<file path="src/rtl/writeback_stage_if.sv">
// Writeback stage control-word layout and the mem->wb bundle.
// The package fixes the control bit positions shared with earlier stages.

package wb_pkg;
    localparam int CONTROL_BITS   = 8;
    localparam int MEM_READ       = 0;
    localparam int LINK           = 1;
    localparam int REG_WE         = 2;
    localparam int ACCESS_SIZE_B1 = 3;
    localparam int ACCESS_SIZE_B2 = 4;
    localparam int LOAD_UNSIGNED  = 5;

    typedef struct packed {
        logic        valid;
        logic [0:4]  rd;
        logic [0:31] data;
    } fwd_t;
endpackage

interface writeback_stage_if #(
    parameter int CNT_W = 32
);
    import wb_pkg::*;

    logic                    valid_in;
    logic [0:31]             mem_data_in;
    logic [0:31]             rd_data_in;
    logic [0:4]              rd_in;
    logic [0:CONTROL_BITS-1] control_in;

    logic                    rf_we;
    logic [0:4]              rf_waddr;
    logic [0:31]             rf_wdata;

    logic                    fwd0_valid;
    logic [0:4]              fwd0_rd;
    logic [0:31]             fwd0_data;
    logic                    fwd1_valid;
    logic [0:4]              fwd1_rd;
    logic [0:31]             fwd1_data;

    logic [0:CNT_W-1]        retire_count;
    logic [0:CNT_W-1]        load_count;
    logic                    misaligned_load;

    modport master (
        output valid_in, mem_data_in, rd_data_in, rd_in, control_in,
        input  rf_we, rf_waddr, rf_wdata,
        input  fwd0_valid, fwd0_rd, fwd0_data,
        input  fwd1_valid, fwd1_rd, fwd1_data,
        input  retire_count, load_count, misaligned_load
    );

    modport slave (
        input  valid_in, mem_data_in, rd_data_in, rd_in, control_in,
        output rf_we, rf_waddr, rf_wdata,
        output fwd0_valid, fwd0_rd, fwd0_data,
        output fwd1_valid, fwd1_rd, fwd1_data,
        output retire_count, load_count, misaligned_load
    );
endinterface

</file>
<file path="src/rtl/writeback_stage.sv">
// Writeback stage: load extraction, register-file write port,
// two-deep forwarding history, retire/load counters, misalign flag.

module writeback_stage #(
    parameter int CNT_W = 32
) (
    input logic              clk,
    input logic              reset,
    writeback_stage_if.slave wb
);
    import wb_pkg::*;

    localparam logic [0:CNT_W-1] CNT_ONE = CNT_W'(1);

    logic             mem_read;
    logic             reg_we;
    logic             is_byte;
    logic             ld_unsigned;
    logic [0:1]       off;
    logic             bad;
    logic             wr;

    logic [0:7]       ld_byte;
    logic [0:31]      ld_ext;
    logic [0:31]      data;

    logic             rf_we_q,    rf_we_d;
    logic [0:4]       rf_waddr_q, rf_waddr_d;
    logic [0:31]      rf_wdata_q, rf_wdata_d;
    fwd_t             fwd1_q,     fwd1_d;
    logic [0:CNT_W-1] retire_q,   retire_d;
    logic [0:CNT_W-1] load_q,     load_d;
    logic             mis_q,      mis_d;

    // LINK needs no special path: rd_data_in already carries PC+8.
    logic unused_ctrl;
    assign unused_ctrl = ^{wb.control_in[LINK],
                           wb.control_in[CONTROL_BITS-2:CONTROL_BITS-1]};

    // Decode control word and qualify the register write.
    always_comb begin
        mem_read    = wb.control_in[MEM_READ];
        reg_we      = wb.control_in[REG_WE];
        ld_unsigned = wb.control_in[LOAD_UNSIGNED];
        is_byte     = ~wb.control_in[ACCESS_SIZE_B1]
                    &  wb.control_in[ACCESS_SIZE_B2];
        off         = wb.rd_data_in[30:31];
        bad         = mem_read & ~is_byte & (off != 2'b00);
        wr          = wb.valid_in & reg_we
                    & (wb.rd_in != 5'd0) & ~bad;
    end

    // Pick the big-endian byte lane and build the writeback data.
    always_comb begin
        ld_byte = wb.mem_data_in[0:7];
        unique case (off)
            2'd0: ld_byte = wb.mem_data_in[0:7];
            2'd1: ld_byte = wb.mem_data_in[8:15];
            2'd2: ld_byte = wb.mem_data_in[16:23];
            2'd3: ld_byte = wb.mem_data_in[24:31];
        endcase
        if (ld_unsigned)
            ld_ext = {24'b0, ld_byte};
        else
            ld_ext = {{24{ld_byte[0]}}, ld_byte};
        if (!mem_read)
            data = wb.rd_data_in;
        else if (is_byte)
            data = ld_ext;
        else
            data = wb.mem_data_in;
    end

    // Next-state for write port, history and bookkeeping.
    always_comb begin
        rf_we_d    = wr;
        rf_waddr_d = wb.rd_in;
        rf_wdata_d = data;
        fwd1_d     = '{valid: rf_we_q, rd: rf_waddr_q, data: rf_wdata_q};
        retire_d   = retire_q;
        load_d     = load_q;
        mis_d      = mis_q;
        if (wb.valid_in) begin
            retire_d = retire_q + CNT_ONE;
            if (mem_read)
                load_d = load_q + CNT_ONE;
            if (bad)
                mis_d = 1'b1;
        end
    end

    // State registers; async reset clears every output.
    always_ff @(posedge clk or posedge reset) begin
        if (reset) begin
            rf_we_q    <= 1'b0;
            rf_waddr_q <= '0;
            rf_wdata_q <= '0;
            fwd1_q     <= '0;
            retire_q   <= '0;
            load_q     <= '0;
            mis_q      <= 1'b0;
        end else begin
            rf_we_q    <= rf_we_d;
            rf_waddr_q <= rf_waddr_d;
            rf_wdata_q <= rf_wdata_d;
            fwd1_q     <= fwd1_d;
            retire_q   <= retire_d;
            load_q     <= load_d;
            mis_q      <= mis_d;
        end
    end

    // The newest history entry is the write port itself.
    always_comb begin
        wb.rf_we           = rf_we_q;
        wb.rf_waddr        = rf_waddr_q;
        wb.rf_wdata        = rf_wdata_q;
        wb.fwd0_valid      = rf_we_q;
        wb.fwd0_rd         = rf_waddr_q;
        wb.fwd0_data       = rf_wdata_q;
        wb.fwd1_valid      = fwd1_q.valid;
        wb.fwd1_rd         = fwd1_q.rd;
        wb.fwd1_data       = fwd1_q.data;
        wb.retire_count    = retire_q;
        wb.load_count      = load_q;
        wb.misaligned_load = mis_q;
    end

endmodule

</file>
<file path="src/flat_wrapper.sv">
// flat-port wrapper written by rule: the top's interface ports become plain ports
module writeback_stage_flat import wb_pkg::*;
#(
    parameter int CNT_W = 32
)
  (clk, reset, wb_valid_in, wb_mem_data_in, wb_rd_data_in, wb_rd_in, wb_control_in, wb_rf_we, wb_rf_waddr, wb_rf_wdata, wb_fwd0_valid, wb_fwd0_rd, wb_fwd0_data, wb_fwd1_valid, wb_fwd1_rd, wb_fwd1_data, wb_retire_count, wb_load_count, wb_misaligned_load);
  writeback_stage_if #(.CNT_W(CNT_W)) wb_i ();
  input logic clk;
  input logic reset;
  input wire logic [$bits(wb_i.valid_in)-1:0] wb_valid_in;
  input wire logic [$bits(wb_i.mem_data_in)-1:0] wb_mem_data_in;
  input wire logic [$bits(wb_i.rd_data_in)-1:0] wb_rd_data_in;
  input wire logic [$bits(wb_i.rd_in)-1:0] wb_rd_in;
  input wire logic [$bits(wb_i.control_in)-1:0] wb_control_in;
  output wire logic [$bits(wb_i.rf_we)-1:0] wb_rf_we;
  output wire logic [$bits(wb_i.rf_waddr)-1:0] wb_rf_waddr;
  output wire logic [$bits(wb_i.rf_wdata)-1:0] wb_rf_wdata;
  output wire logic [$bits(wb_i.fwd0_valid)-1:0] wb_fwd0_valid;
  output wire logic [$bits(wb_i.fwd0_rd)-1:0] wb_fwd0_rd;
  output wire logic [$bits(wb_i.fwd0_data)-1:0] wb_fwd0_data;
  output wire logic [$bits(wb_i.fwd1_valid)-1:0] wb_fwd1_valid;
  output wire logic [$bits(wb_i.fwd1_rd)-1:0] wb_fwd1_rd;
  output wire logic [$bits(wb_i.fwd1_data)-1:0] wb_fwd1_data;
  output wire logic [$bits(wb_i.retire_count)-1:0] wb_retire_count;
  output wire logic [$bits(wb_i.load_count)-1:0] wb_load_count;
  output wire logic [$bits(wb_i.misaligned_load)-1:0] wb_misaligned_load;
  assign wb_i.valid_in = wb_valid_in;
  assign wb_i.mem_data_in = wb_mem_data_in;
  assign wb_i.rd_data_in = wb_rd_data_in;
  assign wb_i.rd_in = wb_rd_in;
  assign wb_i.control_in = wb_control_in;
  assign wb_rf_we = wb_i.rf_we;
  assign wb_rf_waddr = wb_i.rf_waddr;
  assign wb_rf_wdata = wb_i.rf_wdata;
  assign wb_fwd0_valid = wb_i.fwd0_valid;
  assign wb_fwd0_rd = wb_i.fwd0_rd;
  assign wb_fwd0_data = wb_i.fwd0_data;
  assign wb_fwd1_valid = wb_i.fwd1_valid;
  assign wb_fwd1_rd = wb_i.fwd1_rd;
  assign wb_fwd1_data = wb_i.fwd1_data;
  assign wb_retire_count = wb_i.retire_count;
  assign wb_load_count = wb_i.load_count;
  assign wb_misaligned_load = wb_i.misaligned_load;
  writeback_stage #(.CNT_W(CNT_W)) u_core (.clk(clk), .reset(reset), .wb(wb_i));
endmodule
</file>
<file path="config.mk">
export PLATFORM = sky130hd
export DESIGN_NAME = writeback_stage_flat
export DESIGN_NICKNAME = d
export VERILOG_FILES = /design/src/rtl/writeback_stage_if.sv /design/src/rtl/writeback_stage.sv /design/src/flat_wrapper.sv
export SDC_FILE = /design/constraint.sdc
export NUM_CORES = 1
export LEC_CHECK = 0
export CAP_MARGIN = 20
export CORE_ASPECT_RATIO = 1.1
export CORE_UTILIZATION = 43
export DETAILED_ROUTE_END_ITERATION = 6
export PLACE_DENSITY = 0.91
export SYNTH_ARGS = -nofsm -noshare
export SYNTH_HDL_FRONTEND = slang
export SYNTH_SLANG_ARGS = --single-unit
</file>
<file path="constraint.sdc">
create_clock -name clk -period 4.9 [get_ports clk]
set_input_delay 0.735 -clock clk [delete_from_list [all_inputs] [get_ports clk]]
set_output_delay 0.735 -clock clk [all_outputs]
set_load 0.005 [all_outputs]
</file>
==> results of run 1 <==
[per-layer routing]
metal	up-vias	global-route usage, %	routed length, um
met3	20	5.73	994
met5	-	0	0
li1	2154	-	-
met2	184	37.8	8120
met4	0	9.24	310
met1	2280	28.4	6550
[power breakdown]
part | internal (mW) | leakage [nW] | switching, mW
Combinational | 0.363 | 1.80 | 0.204
Clock | 0.934 | 0.316 | 0.495
Sequential | 1.28 | 1.78 | 0.115
Total | 2.57 | 3.89 | 0.814
[synth_stat cells (all sizes together)]
library cell,number
dfrtp,141
nand3,69
xnor2,43
buf,42
nand2,32
nand2b,25
nand4,25
nor2,20
xor2,19
clkbuf,18
and3,10
nor3,9
a31oi,8
mux4,8
and4,7
inv,7
nor4,4
and2,3
ha,2
mux2,2
nand4b,2
nor4b,2
or4,2
nor2b,1
o2111a,1
o211ai,1
o21ai,1
o21bai,1
or3,1
[worst max-delay path, delay by kind of cell]
family / cells / cell delay [ns]
buf+inv: 1 / 0.75
simple gates: 3 / 1.28
xor+xnor: 1 / 0.18
[per-stage QoR]
stage | util [%] | cells | cell area (sq um) | power [mW]
2_1_floorplan | - | 506 | 6020 | 1.61
3_3_place_gp | 61.6 | 894 | 8460 | 1.96
3_5_place_dp | 61.6 | 894 | 8460 | 1.98
4_1_cts | 66.4 | 926 | 9130 | 3.42
5_1_grt | 66.6 | 927 | 9140 | 3.53
6_report | 66.6 | 927 | 9140 | 3.39
[how the worst max path moves through the flow]
stage                           from                 endpoint  slack, ns  cells after the start
CTS                 wb_rd_data_in[0]  u_core.wb.fwd0_data[17]       1.86                      4
floorplan                      reset   u_core.wb.fwd0_data[0]       0.38                      1
detailed placement  wb_rd_data_in[0]   u_core.wb.fwd0_data[5]       1.49                      4
global placement    wb_rd_data_in[0]   u_core.wb.fwd0_data[8]       1.59                      4
finish                   wb_valid_in  u_core.wb.load_count[3]       2.24                      5
global route             wb_valid_in  u_core.wb.load_count[3]       2.06                      5
[layout make-up]
type	count	area, sq um	share of cell area [%]
clock inverter	13	213	2.33
tap	188	235	2.57
sequential	141	3530	38.6
clock buffer	19	453	4.95
multi-input combinational	298	2080	22.8
inverter	7	31.3	0.342
timing repair buffer	261	2600	28.4
[cells by family (layout without fill, tap and decap cells)]
family | after synthesis | after routing | share of synthesized area, %
DFF | 141 | 141 | 58.6
muxes | 10 | 10 | 3.37
adders and majority gates | 2 | 2 | 0.415
and+or+nand+nor | 212 | 212 | 20.4
xor gates and xnor gates | 62 | 62 | 9.02
buffers and inverters | 67 | 300 | 6.83
AOI/OAI and AO/OA | 12 | 12 | 1.35
[state kept, by name (all words and copies together) (netlist names)]
register	flops
u_core.wb.fwd0_data	32
u_core.wb.fwd1_data	32
u_core.wb.load_count	32
u_core.wb.retire_count	32
u_core.wb.fwd0_rd	5
u_core.wb.fwd1_rd	5
u_core.wb.fwd0_valid	1
u_core.wb.fwd1_valid	1
u_core.wb.misaligned_load	1
[cell usage in the layout (no fill, tap or decap), types with 2 or more instances in the layout]
cell               n
inv_6              2
nand4b_1           2
dfrtp_1          141
xor2_1            19
nand4_1           24
bufinv_16          5
nor2_1            20
and4_1             7
clkdlybuf4s50_1  254
clkinv_4           3
mux2_2             2
buf_4              5
ha_1               2
inv_1              6
and3_1            10
mux4_2             8
nand2_1           32
clkbuf_8           2
a31oi_1            8
nand3_1           68
nor3_2             3
nor4b_2            2
nand2b_1          25
and2_1             3
nor4_4             3
clkinvlp_4         3
nor3_1             6
xnor2_1           43
clkbuf_16         17
==> metrics.txt, run 1 <==
CP peak stage delay 0.75 ns; WS Path Type in -> reg; via-per-instance ratio 5.00; die area 14500 sq um; hold_buf cts 0; P_leak 3.89 nW; status complete, no violations; Final Hold Violating Endpoints 0; number of routed nets with antenna violations 0; Crit Path Max Fanout 10; Area Growth Syn to Fin 51.8%; Initial Utilization 43.8%; Post-Synthesis Cells 506; Die Wd 115 um; cell mode on critical path nand4_1; Final Critical Period 2.66 ns; worst-case reg-to-reg path depth 5; Tcrit/Tclk final 54.3%; # fillers 1049; Die H 126 um; area leader, netlist dfrtp_1; layout cell share with drive strength beyond 1 8.39%; R2R Setup Slk 2.81 ns; number of DRC markers in iteration 0 339; # port buffers 255; critical-path cell list clkdlybuf4s50_1, nand4_1, nor4b_2, nand4_1, xnor2_1; reg-to-reg critical path startpoint u_core.wb.load_count[31]; gr usage total 22.8%; post-route setup slack 2.24 ns; final net count 808; Pre-antenna DRT Iters 4; pre-CTS setup slack 1.49 ns; global placement routability congestion 0.813; RSZ-0062 raised after global routing false; CTS clk-pin slew, worst paths 0.06 ns; core area 13700 sq um; VDD IR max 0.232 mV; average instance area after synthesis 11.9 sq um; total CTS buffers 17; Min-Delay Startpoint u_core.wb.fwd0_data[27]; largest net degree at the start of global routing 90; routed len/inst 17.2 um; Worst EP arrival 2.96 ns; Worst EP required 5.19 ns; Slew HR 44.4%; CTS resizes 0; Clk Latency, worst-skew pair 0.41 ns; GR Overflow Total 0; setup TNS 0 ns; vias 4638; Post-CTS Setup Inserts 0; Post-Syn Area 6020 sq um; Critical Path Sink Type flip-flop; PwrDens 370 nW/um^2; initial antenna violation count 0; worst-margin pin slew 0.831 ns; n_diodes 0; max cap viols 0; Syn. warnings 0; Slowest cell on crit path clkdlybuf4s50_1; H-tree depth 4; Rows 45; first-pass GRT wire length 24.8 mm; post-synth top area share 58.6%; Yosys cell types 38; Startpoint Class input port; Final setup violation count 0; Hold WS 0.401 ns; Clock Tree Root clkbuf_16; clock buffer depth 2; CTS Sinks 141; vias in the first global route 4585; Setup Skew 0.00758 ns; Post-DP HPWL 11.7 mm; WL final 16.0 mm; sequential fraction of the synthesis area 58.6%; Synthesized Nets 588; IO Count 259; CTS tree built; FF+latch count, synth 141; hold depth 0; drt drc 0; type of the most critical hold path reg -> reg; hold worst-path end u_core.wb.fwd1_data[27]; Max Slew Vio Count 0; leading cell types by total area after synthesis dfrtp_1 59%, xnor2_1 6.3%, nand3_1 5.7%; Worst R2R End u_core.wb.load_count[3]; f_max 376 MHz
No activity file was read; power rests on OpenSTA's default activity.
==> inputs of run 2 (changes only) <==
Clock period 4.9 ns to 2.48 ns, I/O delays scaled along.
==> run 2 against run 1 <==
Effect of this change:
- via count up 3.8%
- register-to-register slack worse by 2.4 ns
- sequential cell count unchanged
- sequential share of layout area about the same
- worst setup slack worse by 1.9 ns
- sequential power up 99%
- utilization down 0.082 points
- global-route usage up 1.8 points
- die area unchanged
- critical endpoint is now u_core.wb.load_count[10]
- worst hold slack better by 0.0031 ns
- clock power up 76%
- first-iteration DRC count down 23%
==> metrics.txt, run 2 (synthesis results as in run 1) <==
status complete, no violations; Clk Latency, worst-skew pair 0.41 ns; Final Critical Period 2.14 ns; first-pass GRT wire length 26.8 mm; WL final 17.2 mm; final net count 814; n_diodes 0; GR Layer Usage met2 41.1%; Clock Tree Root clkbuf_16; RSZ-0062 raised after global routing false; Area Growth Syn to Fin 51.6%; Final setup violation count 0; Layout Cells excl Fill 932; CTS Sinks 141; Post-DP HPWL 12.7 mm; CTS resizes 0; PwrDens 704 nW/um^2; total CTS buffers 17; Die H 126 um; M1 GR Usage 30.4%; clock buffer depth 2; Internal 4.83 mW; number of routed nets with antenna violations 0; P_leak 3.90 nW; fin area 9130 sq um; Startpoint Class input port; Critical Path Sink Type flip-flop; Post-CTS Setup Inserts 0; VDD IR max 0.436 mV; Crit Path Max Fanout 9; Placed Cells incl. Taps 901; CTS tree built; # port buffers 255; via-per-instance ratio 5.17; Tcrit/Tclk final 86.2%; vias 4814; highest-count cells in the layout ignoring fill and taps 254 x clkdlybuf4s50_1, 141 x dfrtp_1, 68 x nand3_1; sequential fraction of design power 42.9%; # fillers 1020; number of DRC markers in iteration 0 261; commonest non-fill, non-tap cell in the layout clkdlybuf4s50_1; max cap viols 0; Worst EP arrival 2.45 ns; IO Count 259; f_max 468 MHz; routed len/inst 18.4 um; sw frac 24.9%; core area 13700 sq um; Area after DPL 8540 sq um; clock share of power 39.2%; largest net degree at the start of global routing 86; Pre-antenna DRT Iters 5; WS Path Type in -> reg; setup TNS 0 ns; Rows 45; layout cell share with drive strength beyond 1 9.01%; type of the most critical hold path reg -> reg; GR Layer Usage met3 5.63%; total power 6.43 mW; gr usage total 24.6%; power share of the combinational group 17.9%; Slew HR 49.7%; hold_buf cts 0; vias in the first global route 4937; global placement routability congestion 0.834; Setup Skew 0.00553 ns; Max Slew Vio Count 0; Final Hold Violating Endpoints 0; H-tree depth 4; busiest grt layer met2; P_sw 1.60 mW; pre-CTS setup slack 0.0713 ns; Worst EP required 2.79 ns; worst-margin pin slew 0.753 ns; Die Wd 115 um; die area 14500 sq um; CTS clk-pin slew, worst paths 0.06 ns; drt drc 0; post-route setup slack 0.343 ns; initial antenna violation count 0; Initial Utilization 43.8%; GR Overflow Total 0
==> run 2: changes by cell type in the layout (fill, tap and decap cells not counted), moves of 2 or more <==
cell	change
clkinv_4	-2
bufinv_16	-3
buf_12	+2
clkinv_2	+3
buf_4	+5
clkbuf_8	+2
==> run 2: routing by layer <==
metal / up-vias / part of all wire [%] / wire length (um)
met2: 193 / 52 / 8930
met5: - / 0 / 0
met4: 0 / 2.9 / 503
met1: 2415 / 40 / 6840
li1: 2168 / - / -
met3: 38 / 5.2 / 884
==> run 2: metrics by stage <==
stage	util, %	hold WS [ns]
5_1_grt	66.5	0.412
3_5_place_dp	62.2	0.393
3_3_place_gp	62.2	0.382
6_report	66.5	0.404
4_1_cts	66.5	0.407
2_1_floorplan	-	0.397
==> run 2: final cells by class <==
| type | count | area [sq um] | share of cell area, % |
|---|---|---|---|
| clock buffers | 21 | 480 | 5.26 |
| well taps | 188 | 235 | 2.58 |
| multi-input cells | 298 | 2080 | 22.8 |
| flip-flops and latches | 141 | 3530 | 38.6 |
| repair buffers | 267 | 2660 | 29.2 |
| inverters | 7 | 30.0 | 0.329 |
| clock inverters | 10 | 113 | 1.23 |
==> run 2: path summary, 6_finish.rpt <==
| path | end | depth (start not counted) | startpoint | slack, ns |
|---|---|---|---|---|
| max | u_core.wb.load_count[10] | 5 | wb_valid_in | 0.34 |
| min | u_core.wb.fwd1_data[31] | 0 | u_core.wb.fwd0_data[31] | 0.40 |
| max reg2reg | u_core.wb.load_count[10] | 4 | u_core.wb.load_count[24] | 0.46 |
| min reg2reg | u_core.wb.fwd1_data[31] | 0 | u_core.wb.fwd0_data[31] | 0.40 |
| max in group asynchronous | u_core.wb.load_count[8] | 3 | reset | 1.64 |
| min in group asynchronous | u_core.wb.fwd1_data[25] | 3 | reset | 0.42 |
==> run 2: power by group through the flow <==
stage | clock (mW) | combinational, mW | sequential [mW]
2_1_floorplan | 0 | 0.414 | 2.77
6_report | 2.52 | 1.15 | 2.76
3_5_place_dp | 0 | 1.16 | 2.79
3_3_place_gp | 0 | 1.12 | 2.77
5_1_grt | 2.67 | 1.24 | 2.79
4_1_cts | 2.56 | 1.16 | 2.76
==> run 2: critical path, stage by stage <==
cell	delay [ns]
clkdlybuf4s50_1	0.67
nand2_1	0.29
nor4_4	0.63
nand4_1	0.24
xnor2_1	0.24
